`config.mk`:
```
export PLATFORM = sky130hd
export DESIGN_NAME = dmem_access_unit_flat
export DESIGN_NICKNAME = d
export VERILOG_FILES = /design/src/rtl/dmem_access_unit_if.sv /design/src/rtl/dmem_access_unit.sv /design/src/flat_wrapper.sv
export SDC_FILE = /design/constraint.sdc
export NUM_CORES = 1
export LEC_CHECK = 0
export BUFFER_PORTS_ARGS = -buffer_cell sky130_fd_sc_hd__buf_4
export CAP_MARGIN = 20
export CORE_ASPECT_RATIO = 1.5
export CORE_MARGIN = 1.5
export CORE_UTILIZATION = 35
export DETAILED_ROUTE_END_ITERATION = 10
export PLACE_DENSITY_LB_ADDON = 0.08
export SLEW_MARGIN = 25
export SYNTH_ARGS = -nofsm -noshare
export SYNTH_HDL_FRONTEND = slang
export SYNTH_SLANG_ARGS = --single-unit
```
`constraint.sdc`:
```
create_clock -name i_clk -period 6.35 [get_ports i_clk]
set_input_delay 1.27 -clock i_clk [delete_from_list [all_inputs] [get_ports i_clk]]
set_output_delay 1.27 -clock i_clk [all_outputs]
set_load 0.05 [all_outputs]
```
`src/rtl/dmem_access_unit_if.sv`:
```
// Data-memory req/gnt/rvalid bus between the load/store unit (master) and memory (slave).
interface dmem_access_unit_if #(
    parameter int ADDR_WIDTH = 32
);
    logic                  o_dmem_req;
    logic                  o_dmem_we;
    logic [ADDR_WIDTH-1:0] o_dmem_addr;
    logic [3:0]            o_dmem_be;
    logic [31:0]           o_dmem_wdata;
    logic                  i_dmem_gnt;
    logic                  i_dmem_rvalid;
    logic [31:0]           i_dmem_rdata;

    modport master (
        output o_dmem_req, o_dmem_we, o_dmem_addr, o_dmem_be, o_dmem_wdata,
        input  i_dmem_gnt, i_dmem_rvalid, i_dmem_rdata
    );

    modport slave (
        input  o_dmem_req, o_dmem_we, o_dmem_addr, o_dmem_be, o_dmem_wdata,
        output i_dmem_gnt, i_dmem_rvalid, i_dmem_rdata
    );
endinterface

```
`src/rtl/dmem_access_unit.sv`:
```
// MEM-stage load/store unit: byte enables, lane replication, load alignment/extension,
// pipeline stall, misalignment detection and bus timeout.
//
// state  | meaning
// IDLE   | no access in flight; accepts an aligned access
// REQ    | request on the bus, waiting for gnt
// WAIT_R | load granted, waiting for rvalid
// DONE   | one-cycle completion, pipeline advances, inputs ignored
module dmem_access_unit #(
    parameter int ADDR_WIDTH     = 32,
    parameter int TIMEOUT_CYCLES = 255
) (
    input  logic                  i_clk,
    input  logic                  i_reset,
    input  logic                  i_valid,
    input  logic                  i_mem_read,
    input  logic                  i_mem_write,
    input  logic [1:0]            i_d_size,
    input  logic                  i_d_unsigned,
    input  logic [ADDR_WIDTH-1:0] i_addr,
    input  logic [31:0]           i_wdata,
    dmem_access_unit_if.master    dmem,
    output logic                  o_stall,
    output logic [31:0]           o_rdata,
    output logic                  o_done,
    output logic                  o_misaligned,
    output logic                  o_bus_error
);
    localparam int CW = $clog2(TIMEOUT_CYCLES + 1);

    typedef enum logic [1:0] {S_IDLE, S_REQ, S_WAIT_R, S_DONE} state_e;

    state_e                state_q, state_d;
    logic [CW-1:0]         cnt_q, cnt_d;
    logic [ADDR_WIDTH-1:0] addr_q;
    logic [3:0]            be_q;
    logic [31:0]           wdata_q;
    logic                  we_q;
    logic [1:0]            size_q;
    logic                  uns_q;
    logic [1:0]            off_q;
    logic                  err_q;
    logic [31:0]           rdata_q;

    logic        access, misaligned, accept, cnt_hit;
    logic [1:0]  off;
    logic [3:0]  be_new;
    logic [31:0] wdata_new;
    logic [7:0]  byte_sel;
    logic [15:0] half_sel;
    logic [31:0] load_ext;

    assign access     = i_valid & (i_mem_read | i_mem_write);
    assign off        = i_addr[1:0];
    assign misaligned = ((i_d_size == 2'b01) & off[0]) | (i_d_size[1] & (off != 2'b00));
    // Reset gating keeps o_stall low while reset is held with an access still presented.
    assign accept     = (state_q == S_IDLE) & access & ~misaligned & ~i_reset;
    assign cnt_hit    = (cnt_q == CW'(TIMEOUT_CYCLES - 1));

    always_comb begin
        be_new    = 4'b1111;
        wdata_new = i_wdata;
        case (i_d_size)
            2'b00: begin
                be_new    = 4'b0001 << off;
                wdata_new = {4{i_wdata[7:0]}};
            end
            2'b01: begin
                be_new    = 4'b0011 << off;
                wdata_new = {2{i_wdata[15:0]}};
            end
            default: ;
        endcase
    end

    always_comb begin
        case (off_q)
            2'd0:    byte_sel = dmem.i_dmem_rdata[7:0];
            2'd1:    byte_sel = dmem.i_dmem_rdata[15:8];
            2'd2:    byte_sel = dmem.i_dmem_rdata[23:16];
            default: byte_sel = dmem.i_dmem_rdata[31:24];
        endcase
        half_sel = off_q[1] ? dmem.i_dmem_rdata[31:16] : dmem.i_dmem_rdata[15:0];
        case (size_q)
            2'b00:   load_ext = {{24{~uns_q & byte_sel[7]}}, byte_sel};
            2'b01:   load_ext = {{16{~uns_q & half_sel[15]}}, half_sel};
            default: load_ext = dmem.i_dmem_rdata;
        endcase
    end

    always_ff @(posedge i_clk or posedge i_reset) begin
        if (i_reset) state_q <= S_IDLE;
        else         state_q <= state_d;
    end

    always_comb begin
        state_d = state_q;
        case (state_q)
            S_IDLE:   if (accept) state_d = S_REQ;
            S_REQ: begin
                if (dmem.i_dmem_gnt) state_d = we_q ? S_DONE : S_WAIT_R;
                else if (cnt_hit)    state_d = S_DONE;
            end
            S_WAIT_R: if (dmem.i_dmem_rvalid | cnt_hit) state_d = S_DONE;
            default:  state_d = S_IDLE;
        endcase
    end

    always_comb begin
        cnt_d = cnt_q;
        if (state_d != state_q)
            cnt_d = '0;
        else if ((state_q == S_REQ) || (state_q == S_WAIT_R))
            cnt_d = cnt_q + CW'(1);
    end

    always_comb begin
        dmem.o_dmem_req   = (state_q == S_REQ);
        dmem.o_dmem_we    = we_q;
        dmem.o_dmem_addr  = addr_q;
        dmem.o_dmem_be    = be_q;
        dmem.o_dmem_wdata = wdata_q;
        o_stall           = accept | (state_q == S_REQ) | (state_q == S_WAIT_R);
        o_done            = (state_q == S_DONE);
        o_bus_error       = (state_q == S_DONE) & err_q;
        o_misaligned      = access & misaligned;
        o_rdata           = rdata_q;
    end

    always_ff @(posedge i_clk or posedge i_reset) begin
        if (i_reset) begin
            cnt_q   <= '0;
            addr_q  <= '0;
            be_q    <= '0;
            wdata_q <= '0;
            we_q    <= 1'b0;
            size_q  <= '0;
            uns_q   <= 1'b0;
            off_q   <= '0;
            err_q   <= 1'b0;
            rdata_q <= '0;
        end else begin
            cnt_q <= cnt_d;
            case (state_q)
                S_IDLE: if (accept) begin
                    addr_q  <= {i_addr[ADDR_WIDTH-1:2], 2'b00};
                    be_q    <= be_new;
                    wdata_q <= wdata_new;
                    we_q    <= i_mem_write;
                    size_q  <= i_d_size;
                    uns_q   <= i_d_unsigned;
                    off_q   <= off;
                    err_q   <= 1'b0;
                end
                S_REQ: if (!dmem.i_dmem_gnt && cnt_hit) err_q <= 1'b1;
                S_WAIT_R: begin
                    if (dmem.i_dmem_rvalid) rdata_q <= load_ext;
                    else if (cnt_hit)       err_q   <= 1'b1;
                end
                default: ;
            endcase
        end
    end
endmodule

```
`src/flat_wrapper.sv`:
```
// flat-port wrapper written by rule: the top's interface ports become plain ports
module dmem_access_unit_flat 
#(
    parameter int ADDR_WIDTH     = 32,
    parameter int TIMEOUT_CYCLES = 255
)
  (i_clk, i_reset, i_valid, i_mem_read, i_mem_write, i_d_size, i_d_unsigned, i_addr, i_wdata, o_stall, o_rdata, o_done, o_misaligned, o_bus_error, dmem_o_dmem_req, dmem_o_dmem_we, dmem_o_dmem_addr, dmem_o_dmem_be, dmem_o_dmem_wdata, dmem_i_dmem_gnt, dmem_i_dmem_rvalid, dmem_i_dmem_rdata);
  dmem_access_unit_if #(.ADDR_WIDTH(ADDR_WIDTH)) dmem_i ();
  input  logic i_clk;
  input  logic i_reset;
  input  logic i_valid;
  input  logic i_mem_read;
  input  logic i_mem_write;
  input  logic [1:0] i_d_size;
  input  logic i_d_unsigned;
  input  logic [ADDR_WIDTH-1:0] i_addr;
  input  logic [31:0] i_wdata;
  output logic o_stall;
  output logic [31:0] o_rdata;
  output logic o_done;
  output logic o_misaligned;
  output logic o_bus_error;
  output wire logic [$bits(dmem_i.o_dmem_req)-1:0] dmem_o_dmem_req;
  output wire logic [$bits(dmem_i.o_dmem_we)-1:0] dmem_o_dmem_we;
  output wire logic [$bits(dmem_i.o_dmem_addr)-1:0] dmem_o_dmem_addr;
  output wire logic [$bits(dmem_i.o_dmem_be)-1:0] dmem_o_dmem_be;
  output wire logic [$bits(dmem_i.o_dmem_wdata)-1:0] dmem_o_dmem_wdata;
  input wire logic [$bits(dmem_i.i_dmem_gnt)-1:0] dmem_i_dmem_gnt;
  input wire logic [$bits(dmem_i.i_dmem_rvalid)-1:0] dmem_i_dmem_rvalid;
  input wire logic [$bits(dmem_i.i_dmem_rdata)-1:0] dmem_i_dmem_rdata;
  assign dmem_o_dmem_req = dmem_i.o_dmem_req;
  assign dmem_o_dmem_we = dmem_i.o_dmem_we;
  assign dmem_o_dmem_addr = dmem_i.o_dmem_addr;
  assign dmem_o_dmem_be = dmem_i.o_dmem_be;
  assign dmem_o_dmem_wdata = dmem_i.o_dmem_wdata;
  assign dmem_i.i_dmem_gnt = dmem_i_dmem_gnt;
  assign dmem_i.i_dmem_rvalid = dmem_i_dmem_rvalid;
  assign dmem_i.i_dmem_rdata = dmem_i_dmem_rdata;
  dmem_access_unit #(.ADDR_WIDTH(ADDR_WIDTH), .TIMEOUT_CYCLES(TIMEOUT_CYCLES)) u_core (.i_clk(i_clk), .i_reset(i_reset), .i_valid(i_valid), .i_mem_read(i_mem_read), .i_mem_write(i_mem_write), .i_d_size(i_d_size), .i_d_unsigned(i_d_unsigned), .i_addr(i_addr), .i_wdata(i_wdata), .dmem(dmem_i), .o_stall(o_stall), .o_rdata(o_rdata), .o_done(o_done), .o_misaligned(o_misaligned), .o_bus_error(o_bus_error));
endmodule
```
==> metrics.md, run 1 <==
| Metric | Value |
|---|---|
| Max Fanout on Critical Path | `7` |
| Sequential Power Share | `0.271` |
| Compound-gate portion of the synthesized area | `0.103` |
| Power per cell area | `610 mW/mm2` |
| Max Cap Violations | `0` |
| Min-Delay Path Depth | `2` |
| Antenna violations before repair | `0` |
| Min cycle time layout | `3.79 ns` |
| Max-slew headroom | `0.307` |
| Combinational power share | `0.500` |
| CTS tree | `built` |
| Port buffer count | `209` |
| Top_reg_cell synth | `dfrtp_1` |
| Clk pwr share | `0.229` |
| Cell variety after synth | `a little under 50` |
| Sequential area share after synthesis | `0.517` |
| VDD IR max | `~0.00033 V` |
| Dpl cell area | `around 0.0072 mm2` |
| Routed vias/inst | `about 4.9` |
| Total gr overflow | `0` |
| Setup TNS | `0 ns` |
| H-tree levels | `4` |
| Slowest CP cell | `or3b_1` |
| Pleak | `0.00398 uW` |
| Hold Path End | `u_core.dmem.o_dmem_addr[8]$_DFFE_PP0P_` |
| Clock skew | `roughly 0.0090 ns` |
| CP Capture Type | `output pin` |
| CTS resizes | `0` |
| DR pass1 iterations | `5` |
| DRC errors left | `0` |
| Synth top area share | `0.517` |
| Top Ports | `212` |
| Flop-to-flop setup slack | `3.83 ns` |
| Vias in the first global route | `about 5.3k` |
| Post-synthesis mux area share | `0.0672` |
| Layout cells sized above 1 | `0.316` |
| Fmax | `264 MHz` |
| Clk root buf | `clkbuf_16` |
| Critical setup path kind | `in -> out` |
| Finish-stage setup viols | `0` |
| Status | `finished, final reports clean` |
| Routability Congestion | `roughly 0.8` |
| Final hold vios | `0` |
| Clock-pin slew of the registers on the worst-case setup and hold paths | `0.05 ns` |
| Die width | `between 100 and 150 um` |
| TritonCTS Sinks | `115` |
| Placeable Area | `0.0156 mm2` |
| FF+latch count, synth | `between 100 and 150` |
| # fillers | `1520` |
| Final Cycle Share | `0.598` |
| Worst r2r dst | `u_core.dmem.o_dmem_wdata[31]$_DFFE_PP0P_` |
| Worst skew pair latency | `0.40 ns` |
| Adder-Cell Fraction of Synth Area | `0.0135` |
| CP peak stage delay | `0.48 ns` |
| Synth-to-Final Area Change | `41.9%` |
| Hold Crit Start | `u_core.dmem.o_dmem_addr[8]$_DFFE_PP0P_` |
| Post-synthesis xor/xnor area fraction | `0.0126` |
| Wire per inst | `16.1 um` |
| Drt initial violations | `196` |
| CTS Buffer Depth | `2` |
| Fin area | `0.00790 mm2` |
| RSZ-0062 raised after global routing | `false` |
| Largest family of logic cells by synthesized area | `simple AND/OR/NAND/NOR gates` |
| Mapped Cells | `roughly 630` |
| Worst r2r src | `u_core.state_q[0]$_DFF_PP0_` |
| Cell Area, Synth | `0.00557 mm2` |
| Hold Path Class | `reg -> reg` |
| DIE HEIGHT | `157 um` |
| Final Slew Violations | `0` |
| Worst EP required | `5.08 ns` |
| Crit path launch type | `primary input` |
| Post-synth top area cell | `dfrtp_1` |
| TritonCTS Buffers | `17` |
| Post-Route WL | `~17000 um` |
| Final net count | `930` |
| Row Count | `56` |
| Cts hold-fix bufs | `0` |
| Largest net degree at the start of global routing | `95` |
| Switching Share | `0.476` |
| Synth top area cells | `dfrtp_1 (52%), nand2_1 (14%), mux2i_1 (4.5%), o21ai_0 (3.7%), nand3_1 (3.1%)` |
| Internal Power | `2530 uW` |
| Asr flop ratio synth | `1.00` |
| Yosys warning count | `0` |
| Post-CTS Setup Inserts | `0` |
| Die ar. | `0.0167 mm2` |
| R2R cell count | `7` |
| Critical path arrival | `2.52 ns` |
| Post-synth EDFFs | `0` |
| CP Cell Sequence | `buf_4 > o21ai_2 > or3b_1 > or2_2 > nand2_1 > buf_4` |
| Net Sw Power | `~2300 uW` |
| Slew @ Worst Pin | `1.04 ns` |
| First-pass GRT wire length | `26400 um` |
| Critical Path Start | `i_mem_write` |
| DP HPWL | `12000 um` |
| Starting Density | `0.356` |
| Syn_area_per_cell | `8.85 um2` |
| Most frequent cell on the critical path | `buf_4` |
| Final ANT Viol Nets | `0` |
| Diode count | `0` |
| Post-Synth Simple-Gate Area | `0.239` |
| GR Util All Layers | `0.203` |
| Vias after detailed routing | `between 5k and 6k` |
[cell type report]
cell class              instances  area, um2  share of cell area
multi-input cells             464       2440               0.308
inverters                       6       25.0             0.00317
clock buffers                  18        429              0.0543
repair buffers                214       1630               0.206
clock inverters                14        250              0.0317
well taps                     203        254              0.0321
flip-flops and latches        115       2880               0.364
[metal layers]
layer	GRT usage	part of all wire
met1	0.215	0.37
met2	0.374	0.54
met3	0.0667	0.075
met4	0.0740	0.018
met5	0	0
[power by group through the flow]
stage / clock, uW / sequential, uW / combinational (uW)
global route: 1160 / 1360 / 2560
finish: 1100 / 1310 / 2410
global placement: 0 / 1310 / 2410
floorplan: 0 / 2280 / 696
CTS: 1130 / 1310 / 2430
detailed placement: 0 / 1320 / 2420
[kinds of logic after synthesis]
family | after synthesis
buffers and inverters | 51
multiplexers | 35
flip-flops | 115
XOR/XNOR | 8
other | 1
AND/OR/NAND/NOR | 314
adder cells (fa/ha/maj) | 6
AO/OA/AOI/OAI | 99
[critical path, delay by kind of cell]
kind                   cells  cell delay (ns)
AND/OR/NAND/NOR            3             0.87
buffers and inverters      2             0.29
AO/OA/AOI/OAI              1             0.07
[stage by stage]
| stage | instances | utilization | hold WS [ns] | worst slack [ns] | power, uW |
|---|---|---|---|---|---|
| global route | 1034 | 0.506 | 0.494 | 2.49 | 5090 |
| global placement | 1001 | 0.460 | 0.462 | 2.57 | 3710 |
| CTS | 1033 | 0.504 | 0.477 | 2.56 | 4870 |
| finish | 1034 | 0.506 | 0.469 | 2.56 | 4820 |
| detailed placement | 1001 | 0.460 | 0.463 | 2.57 | 3740 |
| floorplan | 630 | - | 0.467 | 2.04 | 2980 |
[Yosys cell counts (all sizes together), types with 2 or more instances]
cell / n
mux2: 9
o21ai: 48
xnor2: 3
or3: 2
o211ai: 2
mux2i: 25
a21o: 2
nor2: 32
nand4: 5
a32oi: 2
inv: 6
o31ai: 2
a21oi: 20
xor2: 5
buf: 25
o22ai: 8
a31oi: 8
nand3b: 8
clkbuf: 20
nand2b: 2
and3: 2
and2: 2
nor2b: 4
nor3: 12
nand2: 207
ha: 6
dfrtp: 115
nand3: 34
[worst max path at each step]
| stage | to | slack (ns) | depth (start not counted) |
|---|---|---|---|
| after floorplan | u_core.cnt_q[0]$_DFFE_PP0P_ | 2.04 | 1 |
| after global placement | o_stall | 2.57 | 5 |
| after detailed placement | o_stall | 2.57 | 6 |
| after CTS | o_stall | 2.56 | 6 |
| after global routing | o_stall | 2.49 | 6 |
| final | o_stall | 2.56 | 6 |
[sequential cells by signal (all words and copies together), names as in the netlist]
name	count
u_core.dmem.o_dmem_wdata	32
u_core.o_rdata	32
u_core.dmem.o_dmem_addr	30
u_core.cnt_q	8
u_core.dmem.o_dmem_be	4
u_core.off_q	2
u_core.size_q	2
u_core.state_q	2
u_core.dmem.o_dmem_we	1
u_core.err_q	1
u_core.uns_q	1
[cells in the final DEF (no fill, tap or decap), drive strengths merged, types with 6 or more instances in the layout]
master and count:
a21oi 20, a31oi 8, buf 214, bufinv 6, clkbuf 18, dfrtp 115, ha 6, inv 9
mux2 9, mux2i 25, nand2 207, nand3 34, nand3b 8, nor2 32, nor3 12, o21ai 48
o22ai 8
No activity file was read; power rests on OpenSTA's default activity.
==> run 2: changes to the inputs <==
Settings changed: ABC_AREA set to 1.
Clock period 6.35 ns to 3.1 ns, I/O delays scaled along.
==> run 2 against run 1 <==
  * Flip-flop and latch count is the same
  * Cell area shrank 0.86%
  * Worst hold slack lost 0.066 ns
  * Clock-buffer cell count unchanged
  * Register-to-register slack worse by 3.1 ns
  * Total power grew 110%
  * Global-route usage is 0.14 points higher
  * Synthesized cell count increased by 7.9%
  * Sequential share of layout area is 0.30 points higher
  * Combinational power up 120%
  * Sequential power up 100%
  * Critical path type is now reg -> out
  * Critical endpoint unchanged
  * Highest routed layer unchanged
==> metrics.md, run 2 <==
| Metric | Value |
|---|---|
| Status | `finished, final reports clean` |
| Layout cells sized above 1 | `0.295 (-0.0220)` |
| Post-Route WL | `16600 um (-0.40%)` |
| DR pass1 iterations | `4 (-1)` |
| Final hold vios | `0 (unchanged)` |
| Power per cell area | `1280 mW/mm2 (+110%)` |
| Top Ports | `212 (unchanged)` |
| CTS tree | `built` |
| Slowest CP cell | `dfrtp_1` |
| Post-synth top area cell | `dfrtp_1` |
| Clk root buf | `clkbuf_16` |
| CP Cell Sequence | `inv_1 > ha_1 > nand2_1 > nor2_1 > nand2_2 > nand2_8 > buf_4` |
| CP Capture Type | `output pin` |
| Final core utilization | `0.515 (+0.00941)` |
| Routed vias/inst | `4.72 (-4.4%)` |
| Max Fanout on Critical Path | `16 (+9)` |
| Placeable Area | `0.0152 mm2 (-2.7%)` |
| Final Cycle Share | `0.852` |
| R2R cell count | `8 (+1)` |
| Critical path arrival | `2.02 ns (-0.50 ns)` |
| Total gr overflow | `0 (unchanged)` |
| Max-slew headroom | `0.542 (+0.235)` |
| DP HPWL | `12200 um (+1.9%)` |
| Top Metal Used | `met4` |
| Worst skew pair latency | `0.41 ns (about the same)` |
| Fmax | `approximately 380 MHz` |
| Critical setup path kind | `reg -> out` |
| Worst EP required | `2.48 ns (-2.60 ns)` |
| Yosys warning count | `0 (unchanged)` |
| Die width | `105 um (-0.70%)` |
| Flop-to-flop setup slack | `0.77 ns (-3.06 ns)` |
| CTS Buffer Depth | `2 (unchanged)` |
| Max Cap Violations | `0 (unchanged)` |
| Finish-stage setup viols | `0 (unchanged)` |
| Final Slew Violations | `0 (unchanged)` |
| TritonCTS Buffers | `17 (unchanged)` |
| Most frequent cell after synthesis | `nand2_1` |
| # fillers | `1497 (-1.5%)` |
| Vias in the first global route | `5262 (-0.038%)` |
| Clock-pin slew of the registers on the worst-case setup and hold paths | `0.06 ns (about the same)` |
| Port buffer count | `209 (unchanged)` |
| Min-Delay Path Depth | `3 (+1)` |
| GR Util All Layers | `0.205 (+0.00144)` |
| Pre-CTS setup slack | `0.561 ns (-2.00 ns)` |
| Synth top area cells | `dfrtp_1 (52%), nand2_1 (18%), a21oi_1 (3.9%), o21ai_0 (3.6%), inv_1 (3.4%)` |
| Mapped Cells | `679 (+7.9%)` |
| CP top delay family | `simple AND/OR/NAND/NOR gates` |
| Cts hold-fix bufs | `0 (unchanged)` |
| Setup WS post-layout | `0.460 ns (-2.10 ns)` |
| H-tree levels | `4 (unchanged)` |
| DIE HEIGHT | `156 um (-0.71%)` |
| Antenna violations before repair | `0 (unchanged)` |
| Dpl cell area | `0.00720 mm2 (about the same)` |
| Hold Path Class | `in -> reg` |
| Clock skew | `0.0112 ns (+0.00218 ns)` |
| Commonest non-fill, non-tap cell in the layout | `nand2_1` |
| Largest net degree at the start of global routing | `75 (-21%)` |
| First-pass GRT wire length | `26600 um (+0.68%)` |
| Final net count | `992 (+6.7%)` |
| Top_reg_cell synth | `dfrtp_1` |
| Worst r2r dst | `u_core.dmem.o_dmem_be[3]$_DFFE_PP0P_` |
| Post-synth top cells | `nand2_1 (264), dfrtp_1 (115), inv_1 (50)` |
| Fin area | `0.00783 mm2 (-0.86%)` |
| Final ANT Viol Nets | `0 (unchanged)` |
| Worst r2r src | `u_core.state_q[1]$_DFF_PP0_` |
| Wire per inst | `15.2 um (-5.7%)` |
| Synth-to-Final Area Change | `42.7%` |
| Slew @ Worst Pin | `0.685 ns (-0.350 ns)` |
| Pwr Total | `10100 uW (+110%)` |
| Met1 WL | `6420 um (+4.5%)` |
| Sequential area share after synthesis | `0.524 (+0.00754)` |
| Cell Area, Synth | `0.00549 mm2 (-1.4%)` |
| Post-CTS Setup Inserts | `0 (unchanged)` |
| Drt initial violations | `210 (+7.1%)` |
| Highest-count cells in the layout ignoring fill and taps | `nand2_1 (263), buf_4 (214), dfrtp_1 (115), inv_1 (49), a21oi_1 (43)` |
| Die ar. | `0.0165 mm2 (-1.4%)` |
| DR WL met2 | `8710 um (-2.6%)` |
| Starting Density | `0.361 (+0.00450)` |
| Syn_area_per_cell | `8.08 um2 (-8.7%)` |
| Hold Crit Start | `i_addr[27]` |
| Cell variety after synth | `34 (-31%)` |
| CTS resizes | `0 (unchanged)` |
| Post-synth EDFFs | `0 (unchanged)` |
| Hold Path End | `u_core.dmem.o_dmem_addr[27]$_DFFE_PP0P_` |
| DRC errors left | `0 (unchanged)` |
| TritonCTS Sinks | `115 (unchanged)` |
| Synth top area share | `0.524 (+0.00754)` |
| Asr flop ratio synth | `1.00 (unchanged)` |
| Row Count | `55 (-1.8%)` |
| Met3 wire length | `1150 um (-7.9%)` |
| CP peak stage delay | `0.45 ns (-0.03 ns)` |
| WP buf/inv | `2 (unchanged)` |
| RSZ-0062 raised after global routing | `false` |
| Diode count | `0 (unchanged)` |
| VDD IR max | `0.000693 V (+110%)` |
| Crit path launch type | `flop` |
| Pleak | `0.00407 uW (+2.2%)` |
| FF+latch count, synth | `115 (unchanged)` |
| Vias after detailed routing | `5158 (+0.94%)` |
| Routability Congestion | `0.816 (+3.7%)` |
| Min cycle time layout | `2.64 ns` |
run 2: report_power, final:
group	switching [uW]	internal, uW	total (uW)
registers	461	2190	2650
clock network	736	1360	2090
logic	3760	1550	5320
run 2: layout make-up:
class / count / area, um2 / area share
clock buffer: 18 / 429 / 0.0548
clock inverter: 14 / 204 / 0.0260
inverter: 58 / 224 / 0.0286
multi-input combinational: 472 / 2210 / 0.282
sequential: 115 / 2880 / 0.367
tap: 199 / 249 / 0.0318
timing repair buffer: 216 / 1640 / 0.209
run 2: stage by stage:
| step | hold WS [ns] | TNS [ns] | std cells |
|---|---|---|---|
| global route | 0.395 | 0 | 1092 |
| CTS | 0.391 | 0 | 1092 |
| detailed placement | 0.466 | 0 | 1060 |
| floorplan | 0.459 | -4.32 | 680 |
| finish | 0.402 | 0 | 1092 |
| global placement | 0.465 | 0 | 1060 |
run 2: cell families (layout without fill, tap and decap cells):
kind of cell               after synthesis  in the layout  synth area share
and+or+nand+nor                        323            323             0.231
AOI/OAI and AO/OA                      134            134             0.141
DFF                                    115            115             0.524
buffers and inverters                   93            306            0.0775
xor gates and xnor gates                 7              7            0.0112
adders and majority gates                6              6            0.0137
other                                    1              2          0.000683
run 2: layer usage:
layer,GRT usage,up-vias
met3,0.0616,18
li1,-,2581
met1,0.235,2394
met5,0,-
met2,0.363,165
met4,0.0665,0
run 2: worst max-delay path by stage:
| stage | cells after the start | slack [ns] | end | startpoint |
|---|---|---|---|---|
| after floorplan | 7 | -0.48 | o_stall | i_reset |
| after global placement | 6 | 0.64 | u_core.o_rdata[30]$_DFFE_PP0P_ | dmem_i_dmem_rvalid |
| after detailed placement | 7 | 0.56 | u_core.o_rdata[30]$_DFFE_PP0P_ | u_core.state_q[0]$_DFF_PP0_ |
| after CTS | 7 | 0.44 | o_stall | u_core.state_q[1]$_DFF_PP0_ |
| after global routing | 7 | 0.32 | o_stall | u_core.state_q[1]$_DFF_PP0_ |
| final | 7 | 0.46 | o_stall | u_core.state_q[1]$_DFF_PP0_ |
run 2: tightest hold or removal path: stages:
cell	delay, ns
buf_4	0.08
nand2_1	0.04
nand2_1	0.04
